`src/rtl/shift_seq_ctrl.sv`:
```
// Sequencer for a downstream shift register: load pulse, DIV-paced shift train, done pulse.
// Optional `abort` input when SEQ_ABORT_EN is defined.
module shift_seq_ctrl #(
   parameter int unsigned WIDTH = 8,
   parameter int unsigned DIV   = 1,
   parameter int unsigned CW    = $clog2(WIDTH + 1)
) (
   input  logic             clk,
   input  logic             reset,
   input  logic             in_valid,
   output logic             in_ready,
   input  logic [WIDTH-1:0] in_data,
   input  logic [CW-1:0]    in_shamt,
`ifdef SEQ_ABORT_EN
   input  logic             abort,
`endif
   output logic [WIDTH-1:0] sr_data,
   output logic             load,
   output logic             shift,
   output logic             done,
   output logic             busy,
   output logic [CW-1:0]    bit_cnt
);

   localparam int unsigned DW = (DIV > 1) ? $clog2(DIV) : 1;
   localparam logic [DW-1:0] DIV_RELOAD = DW'((DIV > 1) ? DIV - 2 : 0);
   localparam logic [CW-1:0] N_MAX = CW'(WIDTH);

   typedef enum logic [2:0] {IDLE, LOAD, WAIT, SHIFT, DONE} state_t;

   state_t        state;
   logic [CW-1:0] n_shift;
   logic [DW-1:0] div_cnt;
   logic          abort_req;

`ifdef SEQ_ABORT_EN
   assign abort_req = abort;
`else
   assign abort_req = 1'b0;
`endif

   // Outputs are registered alongside the state so each one is a decode of the state it enters.
   always_ff @(posedge clk or posedge reset) begin
      if (reset) begin
         state    <= IDLE;
         in_ready <= 1'b1;
         load     <= 1'b0;
         shift    <= 1'b0;
         done     <= 1'b0;
         busy     <= 1'b0;
         sr_data  <= '0;
         bit_cnt  <= '0;
         n_shift  <= '0;
         div_cnt  <= '0;
      end else begin
         load  <= 1'b0;
         shift <= 1'b0;
         done  <= 1'b0;
         case (state)
            IDLE: begin
               if (in_valid) begin
                  state    <= LOAD;
                  load     <= 1'b1;
                  in_ready <= 1'b0;
                  busy     <= 1'b1;
                  sr_data  <= in_data;
                  n_shift  <= (in_shamt > N_MAX) ? N_MAX : in_shamt;
                  bit_cnt  <= '0;
               end
            end
            LOAD: begin
               if (abort_req || n_shift == '0) begin
                  state <= DONE;
                  done  <= 1'b1;
               end else if (DIV == 1) begin
                  state <= SHIFT;
                  shift <= 1'b1;
               end else begin
                  state   <= WAIT;
                  div_cnt <= DIV_RELOAD;
               end
            end
            WAIT: begin
               if (abort_req) begin
                  state <= DONE;
                  done  <= 1'b1;
               end else if (div_cnt == '0) begin
                  state <= SHIFT;
                  shift <= 1'b1;
               end else begin
                  div_cnt <= div_cnt - DW'(1);
               end
            end
            SHIFT: begin
               bit_cnt <= bit_cnt + CW'(1);
               if (abort_req || (bit_cnt + CW'(1)) == n_shift) begin
                  state <= DONE;
                  done  <= 1'b1;
               end else if (DIV == 1) begin
                  state <= SHIFT;
                  shift <= 1'b1;
               end else begin
                  state   <= WAIT;
                  div_cnt <= DIV_RELOAD;
               end
            end
            DONE: begin
               state    <= IDLE;
               in_ready <= 1'b1;
               busy     <= 1'b0;
            end
            default: begin
               state    <= IDLE;
               in_ready <= 1'b1;
               busy     <= 1'b0;
            end
         endcase
      end
   end

endmodule

```
`config.mk`:
```
export PLATFORM = sky130hd
export DESIGN_NAME = shift_seq_ctrl
export DESIGN_NICKNAME = d
export VERILOG_FILES = /design/src/rtl/shift_seq_ctrl.sv
export SDC_FILE = /design/constraint.sdc
export NUM_CORES = 1
export LEC_CHECK = 0
export ABC_AREA = 1
export BUFFER_PORTS_ARGS = -buffer_cell sky130_fd_sc_hd__buf_2
export CORE_UTILIZATION = 40
export DETAILED_ROUTE_END_ITERATION = 6
export HOLD_SLACK_MARGIN = 0.1
export PLACE_DENSITY_LB_ADDON = 0.3
export SYNTH_ARGS = -nofsm -noshare
export SYNTH_HDL_FRONTEND = slang
export SYNTH_SLANG_ARGS = --single-unit
```
`constraint.sdc`:
```
create_clock -name clk -period 1.7 [get_ports clk]
set_clock_uncertainty 0.1 [all_clocks]
set_input_delay 0.51 -clock clk [delete_from_list [all_inputs] [get_ports clk]]
set_output_delay 0.51 -clock clk [all_outputs]
set_load 0.01 [all_outputs]
```
### Word-level counts from Yosys, hierarchy flattened

Index checks and enable logic that the tools add are counted.

* register bits: 25
* bits in latches: 0
* RAM bits: 0
* memory bits (read-only): 0
* bits of input ports: 15
* output and inout bits: 17
* logic and storage cells: 50
* memories: 0

* add/sub/neg operators: 2
* multiply operators: 0
* div/mod/pow operators: 0
* order comparisons: 1
* equal/unequal tests: 6
* shifts and indexed selects: 0
* muxes and demuxes: 22
* bitwise operators: 1
* reductions and logical operators: 8

Operators by type and width (number)
* $mux W3: 4
* $pmux W3 S4: 1
* $mux W1: 10
* $mux W4: 2
* $pmux W4 S2: 1
* $reduce_and A2 Y1: 4
* $eq A3 B2 Y1 const B: 2
* $pmux W1 S2: 3
* $add A4 B1 Y4 const B: 1
* $eq A4 B4 Y1: 1
* $gt A4 B4 Y1 const B: 1
* $logic_not A4 Y1: 1
* $ne A2 B2 Y1 const B: 2
* $eq A3 B1 Y1 const B: 1
* $logic_not A3 Y1: 1
* $pmux W1 S3: 1
* $reduce_or A3 Y1: 1
* $reduce_bool A2 Y1: 1
* $not A1 Y1: 1
* $sub A1 B1 Y1 const B: 1

### Depth between registers and ports, before layout

Gate-level depths: netlist (run 1).

* word-level depth: 4
* gate-level depth with buffers: 9
* gate-level depth less buffers: 9

### Worst setup path after synthesis (run 1)

No wires, ideal clock.

* kind: reg2reg
* start point: register bit_cnt[0]
* end point: register state[0]
* setup time: 0.133 ns
* data arrival time: 1.326 ns
* required time: 1.467 ns
* setup slack: 0.142 ns
* cell stages (with the launch flop): 8
* buffers on the path: 0
* period minus slack after synthesis: 1.558 ns
* cells stage by stage: dfrtp_1 ha_1 xnor2_1 nand2_1 nor2_2 nand3_2 nand2_2 a21oi_2

* cells in the longest elaborated chain, start to end: 4

Ends and longest elaborated chain
* start: declaration: RTL line 22 `output logic [CW-1:0] bit_cnt`
* start signal: assignment: RTL line 95 `bit_cnt <= bit_cnt + CW'(1);`
* $add A4 B1 Y4: RTL line 96 `if (abort_req || (bit_cnt + CW'(1)) == n_shift) begin`
* $eq A4 B4 Y1: RTL line 96
* $mux W3: RTL line 96
* $pmux W3 S4: RTL line 59 `case (state)`
* end signal: assignment: RTL line 62 `state <= LOAD;`
* end signal: assignment: RTL line 97 `state <= DONE;`
* end signal: assignment: RTL line 100 `state <= SHIFT;`
* end: declaration: RTL line 31 `state_t state;`

Every way passes these cells.
A chain may end at the register's enable or synchronous reset.

### Worst setup path in the final report (run 1)

* start point: register bit_cnt[0]
* end point: output bit_cnt[0]

No word-level cell between the ends.

==> metrics.md, run 1 <==
| Metric | Value |
|---|---|
| Status | `complete, no violations` |
| Diode count | `0` |
| Async SR Flop Fraction | `100%` |
| Worst EP arrival | `1000 ps` |
| Total Routing Usage GR | `17.4%` |
| I/O Pins | `32` |
| ANT nets after route | `0` |
| Max Slew Vio Count | `0` |
| CTS tree | `yes` |
| First-pass GRT wire length | `3.72 mm` |
| Area after DPL | `1300 µm²` |
| Die area | `2980 µm²` |
| Setup crit start kind | `flip-flop` |
| Fin util | `52.6%` |
| Post-synth top area share | `52.1%` |
| Final setup violation count | `0` |
| Largest net degree at the start of global routing | `25` |
| Yosys cell types | `22` |
| Max_cap viols | `0` |
| DP HPWL | `1.60 mm` |
| Sum Neg Setup Slack | `0 ps` |
| Placement Rows | `18` |
| Max VDD drop | `902 µV` |
| DP Cell Count | `186` |
| Yosys top cell by area | `dfrtp_1` |
| Inserted Clock Buffers | `3` |
| LEAKAGE | `0.732 nW` |
| Clk slew on worst S/H paths | `130 ps` |
| Wire length per cell | `11.0 µm` |
| Cell Pwr Density | `1850 nW/µm²` |
| DRT Pass-1 Iters | `4` |
| CP Class | `reg2out` |
| Fillers | `261` |
| Worst EP required | `1090 ps` |
| Setup slack after layout | `85.9 ps` |
| Worst hold slack | `114 ps` |
| Layout Cells excl Fill | `190` |
| Area Overhead vs Synth | `21.2%` |
| Syn Area/Cell | `8.91 µm²` |
| GR Overflow Total | `0` |
| Htree depth | `1` |
| Crit end category | `primary output` |
| Gp weighted congestion | `0.834` |
| Post-route DRC | `0` |
| Mapped Nets | `140` |
| Slew headroom | `78.8%` |
| Synth Flop Type | `dfrtp_1` |
| Vias | `921` |
| Antenna violations before repair | `0` |
| Clock Tree Buf Depth | `2` |
| PortBufs | `31` |
| Hold Vio Cnt, Final | `0` |
| Vias in the first global route | `915` |
| Maximum clock frequency | `0.620 GHz` |
| Share of cells above drive strength 1 | `36.9%` |
| Post-synth EDFFs | `0` |
| Clk sink count | `24` |
| Nets@finish | `177` |
| Period utilisation layout | `94.9%` |
| Main area contributors after synthesis | `dfrtp_1 (52%), nand2_1 (16%), nand3_2 (4.5%), o21ai_0 (3.6%), nand3_1 (3.2%)` |
| Crit path max fanout | `6` |
| Cell with the most instances after synthesis | `nand2_1` |
| Slew @ Worst Pin | `314 ps` |
| Final min period | `1610 ps` |
| Final Cell Area | `1340 µm²` |
| Core Region | `2540 µm²` |
| Starting density of the core | `43.4%` |
| Worst slack at placement | `131 ps` |
| Syn. warnings | `0` |
| Die X | `54.6 µm` |
| Synth Register Bits | `24` |
| Post-DR vias/cell | `4.85` |
| Tot Pwr | `2.48 mW` |
| Sequential area share after synthesis | `54.5%` |
| Post-Syn Area | `1100 µm²` |
| Syn Inst Count | `124` |
| RSZ-0062 raised after global routing | `no` |
| Die H | `54.6 µm` |
| # hold bufs at CTS | `0` |
| Clk_lat worst skew | `310 ps` |
| 1st-iter DRT viols | `14` |
| Worst min path class | `in2async` |
| Synth top cells by count | `nand2_1 (46), dfrtp_1 (23), inv_1 (9), o21ai_0 (8), nand3_1 (7)` |
| Clock Root Buffer | `clkbuf_4` |
| WL final | `2.09 mm` |
-- final timing paths --
path	from	endpoint	slack [ps]	cells after the start
max reg2reg	bit_cnt[1]	state[0]	130	7
max	bit_cnt[0]	bit_cnt[0]	90	2
min reg2reg	busy	busy	380	2
min	reset	sr_data[6]	110	3
min in group clk	in_data[5]	sr_data[5]	280	3
max in group asynchronous	reset	in_ready	1100	3
-- final cells by class --
type	instances	area, µm²	area share [%]
flip-flops and latches	24	603	45.0
multi-input cells	85	435	32.5
well taps	30	37.5	2.80
repair buffers	34	178	13.3
inverters	13	48.8	3.64
clock buffers	4	36.3	2.71
-- logic make-up after synthesis --
group | synth area share [%]
buffers and inverters | 6.12
AND/OR/NAND/NOR | 30.6
adder cells (fa/ha/maj) | 1.13
flip-flops | 54.5
XOR/XNOR | 0.793
AO/OA/AOI/OAI | 6.91
-- per-layer routing --
layer | vias to the layer above | global-route usage (%) | share of wire (%)
li1 | 472 | - | -
met1 | 418 | 21.6 | 46
met4 | 0 | 5.56 | 0
met3 | 0 | 3.06 | 6.1
met2 | 31 | 30.3 | 48
met5 | - | 0 | 0
-- report_power, final --
group	internal [mW]	total, mW	switching, mW
sequential	0.836	1.02	0.186
combinational	0.476	1.16	0.679
clock	0.131	0.302	0.171
total	1.44	2.48	1.04
-- repair_timing --
item / 4_1_cts / 5_1_grt
endpoints found under the setup margin: 0 / 1
buffers inserted: 0 / 0
gates resized for setup: 0 / 1
endpoints found under the hold margin: 0 / 0
-- critical path, cell delays in order, from the launching register on --
cell and delay, ps:
dfrtp_1 400, buf_4 160, buf_2 130
-- flip-flops by register name, summed over array words and instances, names as in the netlist --
register,count
shift,1
load,1
in_ready,1
sr_data,8
done,1
bit_cnt,4
n_shift,4
state,3
busy,1
-- layout by cell type (no fill, tap or decap), types with 3 or more instances in the layout --
master / count
buf_2: 31
buf_4: 3
clkbuf_4: 3
dfrtp_1: 22
inv_1: 9
inv_2: 4
nand2_1: 46
nand2_2: 4
nand3_1: 7
nand3_2: 5
nand4_1: 3
nor2_2: 3
o21ai_0: 8
No activity file was read; power rests on OpenSTA's default activity.
==> inputs of run 2 (changes only) <==
--- a/config.mk
+++ b/config.mk
@@ -11,6 +11,7 @@
 export DETAILED_ROUTE_END_ITERATION = 6
 export HOLD_SLACK_MARGIN = 0.1
 export PLACE_DENSITY_LB_ADDON = 0.3
+export SETUP_SLACK_MARGIN = 0.4
 export SYNTH_ARGS = -nofsm -noshare
 export SYNTH_HDL_FRONTEND = slang
 export SYNTH_SLANG_ARGS = --single-unit
==> constraint.sdc (replaced) <==
create_clock -name clk -period 1.4 [get_ports clk]
set_clock_uncertainty 0.1 [all_clocks]
set_input_delay 0.42 -clock clk [delete_from_list [all_inputs] [get_ports clk]]
set_output_delay 0.42 -clock clk [all_outputs]
set_load 0.01 [all_outputs]
==> metrics.md, run 2 (synthesis results as in run 1) <==
| Metric | Value |
|---|---|
| Die area | `2980 µm² (unchanged)` |
| Vias | `1014 (+10%)` |
| Switching pwr | `1.67 mW (+61%)` |
| DP HPWL | `1.77 mm (+11%)` |
| Setup crit start kind | `flip-flop` |
| Setup slack after layout | `-187 ps (-273 ps)` |
| Hold Vio Cnt, Final | `0 (unchanged)` |
| Top flop regs | `sr_data: 8 flops, bit_cnt: 4 flops, n_shift: 4 flops` |
| Maximum clock frequency | `0.630 GHz` |
| CTS tree | `yes` |
| Die X | `54.6 µm (unchanged)` |
| Clk_lat worst skew | `320 ps (about the same)` |
| DP Cell Count | `189 (+1.6%)` |
| DRT Pass-1 Iters | `4 (unchanged)` |
| Failing checks | `setup timing` |
| I/O Pins | `32 (unchanged)` |
| Max reg flops | `8 (unchanged)` |
| GR Overflow Total | `0 (unchanged)` |
| Wire length per cell | `12.7 µm (+15%)` |
| Most common cell after layout, fill and taps aside | `nand2_1` |
| LEAKAGE | `0.863 nW (+18%)` |
| Layout Cells excl Fill | `208 (+9.5%)` |
| Clk slew on worst S/H paths | `130 ps (about the same)` |
| Status | `finished with violations` |
| Tot Pwr | `3.98 mW (+60%)` |
| Clock Tree Buf Depth | `2 (unchanged)` |
| Most frequent cells in the layout | `nand2_1 (32), buf_2 (28), dfrtp_1 (19)` |
| Period utilisation layout | `113%` |
| Final min period | `1590 ps` |
| Diode count | `0 (unchanged)` |
| Vias in the first global route | `946 (+3.4%)` |
| PortBufs | `31 (unchanged)` |
| Share of cells above drive strength 1 | `61.2% (+24 points)` |
| Worst EP required | `1510 ps (+420 ps)` |
| Max Slew Vio Count | `0 (unchanged)` |
| Clock power frac | `9.2% (-3.0 points)` |
| CP Class | `reg2reg` |
| Placement Rows | `18 (unchanged)` |
| Htree depth | `1 (unchanged)` |
| Slew headroom | `70.4% (-8.5 points)` |
| Post-DR vias/cell | `4.88 (+0.57%)` |
| Nets@finish | `195 (+10%)` |
| Crit path max fanout | `3 (-3)` |
| Clock Root Buffer | `clkbuf_4` |
| Slew @ Worst Pin | `440 ps (+126 ps)` |
| Gp weighted congestion | `0.824 (-1.2%)` |
| Largest net degree at the start of global routing | `25 (unchanged)` |
| 1st-iter DRT viols | `11 (-3)` |
| RSZ-0062 raised after global routing | `yes` |
| Fillers | `217 (-17%)` |
| Post-route DRC | `0 (unchanged)` |
| Cell Pwr Density | `2350 nW/µm² (+27%)` |
| Starting density of the core | `43.4% (unchanged)` |
| Internal power | `2.31 mW (+60%)` |
| Worst EP arrival | `1690 ps (+690 ps)` |
| Die H | `54.6 µm (unchanged)` |
| Largest Register | `sr_data` |
| Sequential power share | `31.2% (-10 points)` |
| Core Region | `2540 µm² (unchanged)` |
| Worst min path class | `in2async` |
| Max VDD drop | `1460 µV (+61%)` |
| Antenna violations before repair | `0 (unchanged)` |
| ANT nets after route | `0 (unchanged)` |
| WL final | `2.64 mm (+26%)` |
| Clk sink count | `24 (unchanged)` |
| Sw Share | `41.9% (+0.068 points)` |
| Area Overhead vs Synth | `53.3%` |
| Total Routing Usage GR | `20.2% (+2.8 points)` |
| Max_cap viols | `0 (unchanged)` |
| Final setup violation count | `9 (+9)` |
| Crit end category | `flip-flop` |
| First-pass GRT wire length | `4.18 mm (+12%)` |
| Comb power frac | `59.5% (+13 points)` |
| Inserted Clock Buffers | `3 (unchanged)` |
==> run 2: cell count changes in the layout (fill, tap and decap cells not counted), moves of 4 or more <==
cell / delta
nand2_1: -14
nand2_2: +10
o21ai_0: -7
nand3_1: -4
buf_4: +8
nand2_4: +4
o21ai_2: +4
buf_6: +12
==> run 2: timing repair <==
| item | CTS | global route |
|---|---|---|
| buffers inserted | 10 | 5 |
| setup endpoints to repair | 41 | 41 |
| endpoints found under the hold margin | 23 | 23 |
| pin swaps | 6 | 11 |
| resized for setup | 30 | 20 |
==> run 2: worst paths after layout <==
kind	from	end	slack, ps	depth (start not counted)
hold / removal	reset	sr_data[5]	10	3
hold reg to reg	sr_data[7]	sr_data[7]	400	2
min in group clk	in_data[4]	sr_data[4]	190	3
setup reg to reg	bit_cnt[1]	state[0]	-190	8
setup / recovery	bit_cnt[1]	state[0]	-190	8
max in group asynchronous	reset	in_ready	900	3
==> run 2: through the flow <==
stage | hold slack, ps | worst slack [ps] | utilization [%] | setup TNS (ps) | cell area [µm²]
floorplan | 334 | -26.0 | - | -47.5 | 1150
global placement | 353 | 10.4 | 53.6 | 0 | 1370
detailed placement | 361 | -33.6 | 53.6 | -71.1 | 1370
CTS | 22.3 | -146 | 62.3 | -940 | 1590
global route | 40.6 | -256 | 66.6 | -1970 | 1690
finish | 14.1 | -187 | 66.6 | -1110 | 1690
==> run 2: layout make-up <==
cell class | instances | area [µm²] | area share, %
flip-flops and latches | 24 | 607 | 35.8
repair buffers | 52 | 373 | 22.0
well taps | 30 | 37.5 | 2.22
clock buffers | 4 | 36.3 | 2.14
inverters | 13 | 58.8 | 3.47
multi-input cells | 85 | 582 | 34.3
==> run 2: power by group through the flow <==
stage / clock network [mW] / logic [mW] / registers [mW]
after floorplan: 0 / 0.950 / 1.38
after global placement: 0 / 1.54 / 1.23
after detailed placement: 0 / 1.62 / 1.25
after CTS: 0.376 / 2.08 / 1.23
after global routing: 0.411 / 2.58 / 1.28
final: 0.368 / 2.37 / 1.24
==> run 2: metal layers <==
layer  part of all wire (%)  up-vias  track usage, %
li1                       -      509               -
met1                     43      477            25.4
met2                     52       26            35.4
met3                    4.0        2            4.17
met4                   0.30        0            4.27
met5                      0        -               0
==> run 2: critical path: stages (launching register included) <==
cell and delay, ps:
dfrtp_2 430, buf_6 120, ha_4 270, xnor2_2 100
nand2_1 80, nor2_2 140, nand3_2 80, nand2_2 100
a21oi_2 50
